**config.mk**
```make
export PLATFORM = sky130hd
export DESIGN_NAME = data_pipe_sync_stage
export DESIGN_NICKNAME = d
export VERILOG_FILES = /design/src/rtl/data_pipe_sync_stage.sv
export SDC_FILE = /design/constraint.sdc
export NUM_CORES = 1
export LEC_CHECK = 0
export CAP_MARGIN = 40
export CORE_MARGIN = 10
export CORE_UTILIZATION = 45
export CTS_CLUSTER_SIZE = 16
export DETAILED_ROUTE_END_ITERATION = 8
export GPL_TIMING_DRIVEN = 1
export HOLD_SLACK_MARGIN = 0.05
export PLACE_DENSITY = 0.73
export SYNTH_ARGS = -nofsm -noshare
export SYNTH_HDL_FRONTEND = slang
export SYNTH_SLANG_ARGS = --single-unit
```
**constraint.sdc**
```tcl
create_clock -name clock -period 4.9 [get_ports clock]
set_input_delay 0.49 -clock clock [delete_from_list [all_inputs] [get_ports clock]]
set_output_delay 0.49 -clock clock [all_outputs]
set_load 0.01 [all_outputs]
```
**src/rtl/data_pipe_sync_stage.sv**
```systemverilog
// Registered valid/ready pipeline stage with a two-entry skid buffer; side-band word travels with stream data.
// Optional simulation-only protocol checks are compiled when DATA_PIPE_PROTOCOL_CHECK_EN is defined.
module data_pipe_sync_stage #(
    parameter int DSIZE  = 32,
    parameter int IDSIZE = 32
) (
    input  logic              clock,
    input  logic              rst_n,
    input  logic [DSIZE-1:0]  in_data,
    input  logic [IDSIZE-1:0] in_inf_data,
    input  logic              in_inf_valid,
    output logic              in_inf_ready,
    output logic [DSIZE-1:0]  out_data,
    output logic [IDSIZE-1:0] out_inf_data,
    output logic              out_inf_valid,
    input  logic              out_inf_ready
);

    // Handshake: a transfer happens on a rising clock edge where valid and ready are both 1.
    typedef enum logic [1:0] {EMPTY = 2'd0, ONE = 2'd1, TWO = 2'd2} state_t;

    state_t            state, state_next;
    logic              in_ready_q, out_valid_q;
    logic              in_fire, out_fire;
    logic [IDSIZE-1:0] main_data, main_data_next, skid_data, skid_data_next;
    logic [DSIZE-1:0]  main_side, main_side_next, skid_side, skid_side_next;

    assign in_fire  = in_inf_valid & in_ready_q;
    assign out_fire = out_valid_q & out_inf_ready;

    // State register; both handshake outputs are flops decoded from the next state.
    always_ff @(posedge clock or negedge rst_n) begin
        if (!rst_n) begin
            state       <= EMPTY;
            in_ready_q  <= 1'b0;
            out_valid_q <= 1'b0;
        end else begin
            state       <= state_next;
            in_ready_q  <= (state_next != TWO);
            out_valid_q <= (state_next != EMPTY);
        end
    end

    always_comb begin
        state_next = state;
        case (state)
            EMPTY: if (in_fire) state_next = ONE;
            ONE: begin
                if (in_fire && !out_fire)      state_next = TWO;
                else if (!in_fire && out_fire) state_next = EMPTY;
            end
            TWO:     if (out_fire) state_next = ONE;
            default: state_next = EMPTY;
        endcase
    end

    always_comb begin
        main_data_next = main_data;
        main_side_next = main_side;
        skid_data_next = skid_data;
        skid_side_next = skid_side;
        case (state)
            EMPTY: begin
                if (in_fire) begin
                    main_data_next = in_inf_data;
                    main_side_next = in_data;
                end
            end
            ONE: begin
                if (in_fire && out_fire) begin
                    main_data_next = in_inf_data;
                    main_side_next = in_data;
                end else if (in_fire) begin
                    skid_data_next = in_inf_data;
                    skid_side_next = in_data;
                end
            end
            TWO: begin
                if (out_fire) begin
                    main_data_next = skid_data;
                    main_side_next = skid_side;
                end
            end
            default: ;
        endcase
    end

    always_ff @(posedge clock or negedge rst_n) begin
        if (!rst_n) begin
            main_data <= '0;
            main_side <= '0;
            skid_data <= '0;
            skid_side <= '0;
        end else begin
            main_data <= main_data_next;
            main_side <= main_side_next;
            skid_data <= skid_data_next;
            skid_side <= skid_side_next;
        end
    end

    assign in_inf_ready  = in_ready_q;
    assign out_inf_valid = out_valid_q;
    assign out_inf_data  = main_data;
    assign out_data      = main_side;

`ifdef DATA_PIPE_PROTOCOL_CHECK_EN
    // An offer that was stalled at the previous edge must be held unchanged.
    logic              prev_stalled;
    logic [IDSIZE-1:0] prev_inf_data;
    logic [DSIZE-1:0]  prev_side;

    always @(posedge clock) begin
        if (rst_n) begin
            if ($isunknown(in_inf_valid) || $isunknown(out_inf_ready))
                $error("data_pipe_sync_stage: X/Z on in_inf_valid or out_inf_ready");
            if (prev_stalled && (!in_inf_valid || in_inf_data != prev_inf_data || in_data != prev_side))
                $error("data_pipe_sync_stage: stalled input dropped or changed");
            prev_stalled  <= in_inf_valid && !in_ready_q;
            prev_inf_data <= in_inf_data;
            prev_side     <= in_data;
        end else begin
            prev_stalled <= 1'b0;
        end
    end
`endif

endmodule

```
==> summary.txt <==
CTS tree -> done
Slew margin rel. -> 51.9%
GRT Total Usage -> 15.8%
Largest net degree at the start of global routing -> 66
Routed length per instance -> 16.6 µm
Hpwl dp -> 9.42 mm
RSZ-0062 raised after global routing -> no
Setup CP Type -> in2reg
Fin Hold WS -> 0.486 ns
Maximum clock insertion buffer count -> 2
Clock skew -> 0.00652 ns
Hold Path Cell Cnt -> 1
Max_cap viols -> 0
Final setup TNS -> 0 ns
Synth Net Count -> 565
Max IR drop VDD -> 335 µV
Number of buffers created by CTS -> 17
Synth Register Bits -> 132
Final hold viol count -> 0
DRC violations left -> 0
Most numerous cell in the Yosys netlist -> nand2_1
Final Slew Violations -> 0
Fmax -> 466 MHz
Port Buffer Count -> 133
Vias per cell -> 4.90
Outcome -> finished clean
Final ANT Viol Nets -> 0
Post-synth top area share -> 57.4%
Initial antenna violation count -> 0
CTS HTree Levels -> 4
Routability cong. -> 0.728
R2R cell count -> 6
Reg-to-reg setup timing slack -> 2.76 ns
CP max FO -> 23
RR Startpoint -> state[0]
Initial DRC Count -> 150
Synth Flop Type -> dfrtp_1
CP Capture Type -> flop
Grt ovf -> 0
FILL cells -> 973
Lkg Pwr -> 3.58 nW
Number of distinct library cells after synthesis -> 23
Top-level port count -> 134
Worst setup SP type -> input port
Sequential share of the synthesized area -> 57.4%
Vias in the first global route -> 4382
Starting Density -> 45.8%
Synth area leader -> dfrtp_1
Drt pass-1 iters -> 4
Via Count -> 3995
Synth top cells by count -> nand2_1, dfrtp_1, mux2_2
Synthesized area per cell -> 11.6 µm²
Fin crit share -> 43.8%
Final setup violation count -> 0
Fin crit period -> 2.15 ns
EDFF count, synth -> 0
N_diodes -> 0
DIE HEIGHT -> 133 µm
# rows -> 41
Ys async rst share -> 100%
Synth warnings -> 0
Worst-Margin Slew -> 0.722 ns
Post-CTS setup buffers -> 0
Core Area -> 12600 µm²
Fraction of layout cells with a size suffix above 1 -> 25.6%
Cells after synthesis -> 497
Die W -> 133 µm
First-pass GRT wire length -> 22.5 mm
Die Area -> 17700 µm²
Min-delay src -> out_data[10]
# nets final -> 699
Hold endpoint -> out_data[10]
Critical path required time -> 5.19 ns
Worst Hold Class -> reg2reg
Clock root cell -> clkbuf_16
Crit path from -> in_inf_valid
Clk_lat worst skew -> 0.41 ns
Sink Count -> 132
P&R area growth vs syn -> 37.0%
Worst reg2reg path endpoint -> out_inf_data[20]
Worst Path Arrival -> 2.43 ns
Mapped Area -> 5750 µm²
Clock transition at path regs -> 0.05 ns
Routed Wire Length -> 13.5 mm
Synth area leaders -> dfrtp_1, mux2_2, nand2_1
PwrDens -> 668 nW/µm²
## cell type report
| type | instances | area, µm² | share of cell area (%) |
|---|---|---|---|
| flip-flops and latches | 132 | 3300 | 41.9 |
| multi-input cells | 338 | 2290 | 29.1 |
| repair buffers | 142 | 1460 | 18.6 |
| clock buffers | 24 | 482 | 6.11 |
| well taps | 172 | 215 | 2.73 |
| clock inverters | 8 | 124 | 1.57 |
## how the worst max path moves through the flow
stage | to | slack, ns | cells after the start
4_1_cts | skid_side[9] | 2.74 | 6
3_3_place_gp | skid_side[23] | 1.67 | 6
6_report | skid_side[9] | 2.75 | 6
3_5_place_dp | skid_side[9] | 2.30 | 6
5_1_grt | skid_side[13] | 2.64 | 6
2_1_floorplan | out_data[31] | 3.19 | 5
## cells by family after synthesis
kind of cell / after synthesis / synth area share [%]
AOI/OAI and AO/OA: 7 / 1.11
buffers and inverters: 27 / 2.87
DFF: 132 / 57.4
muxes: 128 / 25.0
and+or+nand+nor: 203 / 13.6
## sequential cells by signal (all words and copies together) (netlist names)
register       flops
skid_data         32
out_inf_data      32
in_inf_ready       1
state              2
out_inf_valid      1
skid_side         32
out_data          32
## what timing repair did
| item | 4_1_cts | 5_1_grt |
|---|---|---|
| hold endpoints to repair | 18 | 0 |
| setup endpoints to repair | 0 | 0 |
| resized for setup | 0 | 0 |
| hold buffers | 1 | 0 |
## power breakdown
group | switching, mW | internal [mW]
Sequential | 0.305 | 1.66
Clock | 0.442 | 0.840
Combinational | 0.806 | 1.22
Total | 1.55 | 3.71
## per-stage QoR
stage               total power [mW]  worst slack [ns]  util [%]  std cells  cell area, µm²
global placement                3.91              1.67      57.2        780            7190
CTS                             5.34              2.74      62.7        816            7880
detailed placement              4.03              2.30      57.8        783            7270
global route                    5.58              2.64      62.7        816            7880
floorplan                       3.10              3.19         -        497            5750
finish                          5.27              2.75      62.7        816            7880
## per-layer routing
metal	part of all wire (%)	track usage [%]	vias to the layer above
met3	4.7	4.81	19
li1	-	-	1906
met5	0	0	-
met2	52	27.2	95
met4	1.5	6.23	0
met1	42	17.8	1975
## placed cells by master (no fill, tap or decap), drive strengths merged
cell type | Yosys | final
a21o | 1 | 1
clkbuf | 4 | 24
dfrtp | 132 | 132
bufinv | 0 | 3
nor2 | 2 | 2
clkinv | 0 | 3
clkdlybuf4s50 | 0 | 132
nand3 | 2 | 2
clkinvlp | 0 | 2
o22ai | 1 | 1
mux2 | 128 | 128
o21a | 1 | 1
nand2 | 195 | 195
nor2b | 1 | 1
dlygate4sd3 | 0 | 1
a21boi | 1 | 1
a31oi | 1 | 1
and2 | 1 | 1
buf | 23 | 9
nor3 | 1 | 1
o21ai | 2 | 2
nand2b | 1 | 1
## critical path, cell delays in order
cell	delay, ns
clkdlybuf4s50_1	0.48
nand2_1	0.14
nor2_1	0.23
nand3_2	0.39
buf_4	0.39
mux2_2	0.31
No activity file was read; power rests on OpenSTA's default activity.
==> RTL edit 1 (same settings) <==
Encoding of `state_t`: now one-hot (3 bits for 3 states).
--- a/src/rtl/data_pipe_sync_stage.sv
+++ b/src/rtl/data_pipe_sync_stage.sv
@@ -19,3 +19,3 @@
     // Handshake: a transfer happens on a rising clock edge where valid and ready are both 1.
-    typedef enum logic [1:0] {EMPTY = 2'd0, ONE = 2'd1, TWO = 2'd2} state_t;
+    typedef enum logic [2:0] {EMPTY = 3'b001, ONE = 3'b010, TWO = 3'b100} state_t;
 
Behaviour: same outputs for any inputs over 4 cycles, from zero or initial values and one cycle with rst_n low; so few cycles prove little.
==> RTL edit 1 against the unedited design <==
  * Power shrank 0.28%
  * Synthesized area rose by 5.5%
  * Final area rose by 2.7%
  * Sequential cell count rose by 1
  * Wire length down 4.3%
  * First-iteration DRC count down 23%
  * Register-to-register slack worse by 0.34 ns
  * Worst setup slack got worse by 0.33 ns
  * Largest power group unchanged
==> RTL edit 1: results (changes against the unedited design) <==
| Metric | Reported | Unit | Change |
| --- | --- | --- | --- |
| Final estimated routing congestion in global placement | 0.7024 | - | was 0.7284 |
| Routed metal-1 wire length | 5.304 | mm | was 5.710 mm |
| Top cells by instance count after synthesis | sky130_fd_sc_hd__dfrtp_1 (132), sky130_fd_sc_hd__mux2_1 (100), sky130_fd_sc_hd__mux2_4 (60) | - | was sky130_fd_sc_hd__nand2_1 (195), sky130_fd_sc_hd__dfrtp_1 (132), sky130_fd_sc_hd__mux2_2 (123) |
| Result of the run | finished, final reports clean | - | unchanged |
| Number of multi-input logic gates | 209 | - | was 338 |
| Transition at the pin with the smallest max-transition slack | 0.7514 | ns | was 0.7222 ns |
| Met1 track demand over resource in global routing | 16.21 | % | was 17.81% |
| Fraction of synthesized area in multiplexers | 39.32 | % | was 25.05% |
| Sum of met3 wire segment lengths after detailed routing | 728 | um | was 639 um |
| Final #Nets | 572 | - | was 699 |
| Number of signal-net buffers in the layout | 139 | - | was 142 |
| Number of filler instances in the final layout | 1054 | - | was 973 |
| Multi-input logic area | 0.002521 | mm^2 | was 0.002293 mm^2 |
| Drt via density | 4.977 | - | was 4.896 |
| Final std cells w/o fill | 692 | - | was 816 |
| Share of post-route cells with drive strength above 1 | 25.00 | % | was 25.62% |
| Biggest cell delay along the critical path | 0.55 | ns | was 0.48 ns |
| Buffering overhead | 17.42 | % | was 18.57% |
| Met2 wire len | 6.690 | mm | was 6.975 mm |
| Static leakage power | 3.571 | nW | was 3.580 nW |
| CP max stage cell | sky130_fd_sc_hd__buf_4 | - | was sky130_fd_sc_hd__clkdlybuf4s50_1 |
| Area post-placement | 0.007496 | mm^2 | was 0.007266 mm^2 |
| Total clock sinks | 133 | - | was 132 |
| Number of DRC violations after detailed-routing iteration 0 | 115 | - | was 150 |
| Fraction of area in clock buffers and inverters | 7.375 | % | was 7.684% |
| DPL Wire Length | 8.814 | mm | was 9.421 mm |
| Flip-flop and latch share of the layout cell area | 41.14 | % | was 41.91% |
| First-pass GRT wire length | 20.98 | mm | was 22.46 mm |
| Net count after synthesis | 435 | - | was 565 |
| Clock tree skew after final layout | 0.01272 | ns | was 0.006516 ns |
| Die outline area | 0.01854 | mm^2 | was 0.01771 mm^2 |
| Peak supply drop | 0.3592 | mV | was 0.3349 mV |
| Data arrival at the endpoint of the critical path | 2.77 | ns | was 2.43 ns |
| Storage cell area | 0.003329 | mm^2 | was 0.003303 mm^2 |
| Register area share after synthesis | 54.83 | % | was 57.40% |
| Worst slack after detailed placement | 2.156 | ns | was 2.304 ns |
| Count of clock buffers in the final design | 28 | - | was 24 |
| Largest net degree at the start of global routing | 76 | - | was 66 |
| Class of the worst hold path | input port to async pin | - | was flip-flop to flip-flop |
| Total power per unit cell area | 648.9 | mW/mm^2 | was 668.2 mW/mm^2 |
| Synth Area in Compound Gates | 0.7418 | % | was 1.109% |
| Count of inverters other than clock inverters in the layout | 4 | - | was 0 |
| Area share of xor/xnor cells in the synthesized design | 0.1442 | % | was 0% |
RTL edit 1: cell count changes after synthesis, sizes merged, moves of 2 or more:
cell / change
clkbuf: -3
buf: -3
mux2: +64
nand2: -192
inv: +4
nor3b: +2
nor2: -2
RTL edit 1: how the worst max path moves through the flow:
stage                  startpoint                          end  slack [ns]  cells after the start
6_report       state[1]$_DFF_PN0_  out_inf_data[0]$_DFFE_PN0P_        2.42                      6
5_1_grt        state[1]$_DFF_PN0_  out_inf_data[0]$_DFFE_PN0P_        2.29                      6
4_1_cts        state[1]$_DFF_PN0_  out_inf_data[0]$_DFFE_PN0P_        2.41                      6
3_5_place_dp         in_inf_valid  out_inf_data[2]$_DFFE_PN0P_        2.16                      6
3_3_place_gp   state[1]$_DFF_PN0_  out_inf_data[1]$_DFFE_PN0P_        2.13                      6
2_1_floorplan  state[1]$_DFF_PN0_     out_data[31]$_DFFE_PN0P_        3.05                      5
==> RTL edit 2 (same flow settings) <==
Without the edit above. Set the parameter `IDSIZE` to 64 (it was 32).
--- a/src/rtl/data_pipe_sync_stage.sv
+++ b/src/rtl/data_pipe_sync_stage.sv
@@ -4,3 +4,3 @@
     parameter int DSIZE  = 32,
-    parameter int IDSIZE = 32
+    parameter int IDSIZE = 64
 ) (
Ports: changed (resized in_inf_data and out_inf_data); port bits go from 134 to 198. The function was not compared with the original's and may differ.
==> RTL edit 2 against the unedited design <==
  * Critical path depth did not move
  * Critical endpoint is now out_data[4]$_DFFE_PN0P_
  * Critical path type is now flip-flop to flip-flop
  * Final cell count rose by 43%
  * Largest power group unchanged
  * Final area rose by 44%
  * Die area rose by 41%
  * Worst setup slack got worse by 0.032 ns
  * Global-route usage rose by 0.17 points
  * Register-to-register slack got worse by 0.04 ns
  * Power rose by 38%
  * Sequential share of layout area rose by 1.3 points
  * Synthesized area rose by 49%
  * Wire length rose by 48%
  * Synthesized cell count rose by 48%
  * Sequential cell count rose by 64
==> RTL edit 2: results (changes against the unedited design) <==
| Metric | Reported | Unit | Change |
| --- | --- | --- | --- |
| Share of total power consumed by net switching | 31.38 | % | was 29.49% |
| Drt via density | 4.911 | - | was 4.896 |
| DPL Wire Length | 13.34 | mm | was 9.421 mm |
| Largest driver fanout on the critical path | 40 | - | was 23 |
| Class of the worst hold path | input port to async pin | - | was flip-flop to flip-flop |
| Clock tree skew after final layout | 0.01089 | ns | was 0.006516 ns |
| Worst-case register-to-register setup slack | 2.72 | ns | was 2.76 ns |
| Clock latency on the worst-skew pair | 0.42 | ns |  |
| Biggest cell delay along the critical path | 0.55 | ns | was 0.48 ns |
| Via count of the first global-routing pass | 5887 | - | was 4382 |
| Number of buffer cells added on primary ports | 197 | - | was 133 |
| Post-placement cell count | 1135 | - | was 783 |
| Final #Nets | 1020 | - | was 699 |
| Top cells by instance count after synthesis | sky130_fd_sc_hd__nand2_1 (291), sky130_fd_sc_hd__dfrtp_1 (196), sky130_fd_sc_hd__mux2_2 (152) | - | was sky130_fd_sc_hd__nand2_1 (195), sky130_fd_sc_hd__dfrtp_1 (132), sky130_fd_sc_hd__mux2_2 (123) |
| Net count after synthesis | 837 | - | was 565 |
| Wirelength per Cell | 17.11 | um | was 16.58 um |
| Register area share after synthesis | 57.18 | % | was 57.40% |
| Mean Syn Cell Area | 11.64 | um^2 | was 11.58 um^2 |
| Static leakage power | 5.215 | nW | was 3.580 nW |
| First-pass GRT wire length | 31.77 | mm | was 22.46 mm |
| Final estimated routing congestion in global placement | 0.7430 | - | was 0.7284 |
| Source of the critical timing path | state[0]$_DFF_PN0_ | - | was in_inf_valid |
| Post-CTS Hold Buffers | 0 | - | was 1 |
| Clock buffer depth | 2 | - | unchanged |
| Number of distinct library cells after synthesis | 24 | - | was 23 |
| CP max stage cell | sky130_fd_sc_hd__dfrtp_1 | - | was sky130_fd_sc_hd__clkdlybuf4s50_1 |
| Peak supply drop | 0.2873 | mV | was 0.3349 mV |
| Share of post-route cells with drive strength above 1 | 23.47 | % | was 25.62% |
| Top cells by area in the synthesized netlist | sky130_fd_sc_hd__dfrtp_1 (57%), sky130_fd_sc_hd__mux2_2 (20%), sky130_fd_sc_hd__nand2_1 (13%) | - | was sky130_fd_sc_hd__dfrtp_1 (57%), sky130_fd_sc_hd__mux2_2 (24%), sky130_fd_sc_hd__nand2_1 (13%) |
| Number of DRC violations after detailed-routing iteration 0 | 205 | - | was 150 |
| Result of the run | finished, final reports clean | - | unchanged |
| Transition at the pin with the smallest max-transition slack | 0.8502 | ns | was 0.7222 ns |
| Largest net degree at the start of global routing | 106 | - | was 66 |
| Gr usage total | 15.95 | % | was 15.78% |
## RTL edit 2: cell families (layout without fill, tap and decap cells)
family | Yosys count | after routing | synth area share (%)
and+or+nand+nor | 299 | 299 | 13.22
muxes | 192 | 192 | 26.08
other | 0 | 1 | 0
AOI/OAI and AO/OA | 7 | 7 | 0.7441
DFF | 196 | 196 | 57.18
buffers and inverters | 43 | 239 | 2.772
## RTL edit 2: layout make-up
| cell class | instances | area, um^2 |
|---|---|---|
| Fill cell | 1528 | 7366 |
| Sequential cell | 196 | 4905 |
| Multi-Input combinational cell | 498 | 3462 |
| Timing Repair Buffer | 207 | 2103 |
| Clock buffer | 18 | 429.2 |
| Tap cell | 234 | 292.8 |
| Clock inverter | 14 | 145.1 |
| Antenna cell | 1 | 2.502 |
## RTL edit 2: path summary, 6_finish.rpt
check | cells past startpoint | to
max in group asynchronous | 2 | skid_data[58]$_DFFE_PN0P_
min in group clock | 1 | out_inf_data[5]$_DFFE_PN0P_
worst min register to register | 1 | out_inf_data[5]$_DFFE_PN0P_
worst min-delay path | 1 | skid_data[6]$_DFFE_PN0P_
worst max register to register | 6 | out_data[4]$_DFFE_PN0P_
worst max-delay path | 6 | out_data[4]$_DFFE_PN0P_
## RTL edit 2: per-stage QoR
stage / setup slack, ns / cell area (um^2)
5_1_grt: 2.583 / 11340
2_1_floorplan: 3.158 / 8577
3_5_place_dp: 2.330 / 10760
4_1_cts: 2.678 / 11340
3_3_place_gp: 2.205 / 10710
6_report: 2.722 / 11340
## RTL edit 2: per-layer routing
metal,GRT usage [%],part of all wire (%),vias to the layer above
met5,0,0,-
met4,3.882,0.66,0
met3,5.482,6.6,9
met2,26.32,49,114
met1,19.67,43,2830
li1,-,-,2783
## RTL edit 2: power groups by stage
stage	Clock, mW	Combinational (mW)	Sequential, mW
after floorplan	0	1.63	3.02
after global placement	0	3.00	2.90
after detailed placement	0	3.09	2.92
after CTS	1.39	3.10	2.90
after global routing	1.47	3.29	3.00
final	1.36	3.03	2.89
## RTL edit 2: worst reg2reg max path, stage by stage (launching register included)
cell and delay [ns]:
sky130_fd_sc_hd__dfrtp_1 0.55, sky130_fd_sc_hd__nand2b_4 0.21, sky130_fd_sc_hd__o21ai_2 0.07, sky130_fd_sc_hd__a31oi_4 0.19
sky130_fd_sc_hd__buf_4 0.36, sky130_fd_sc_hd__buf_16 0.30, sky130_fd_sc_hd__mux2_2 0.40
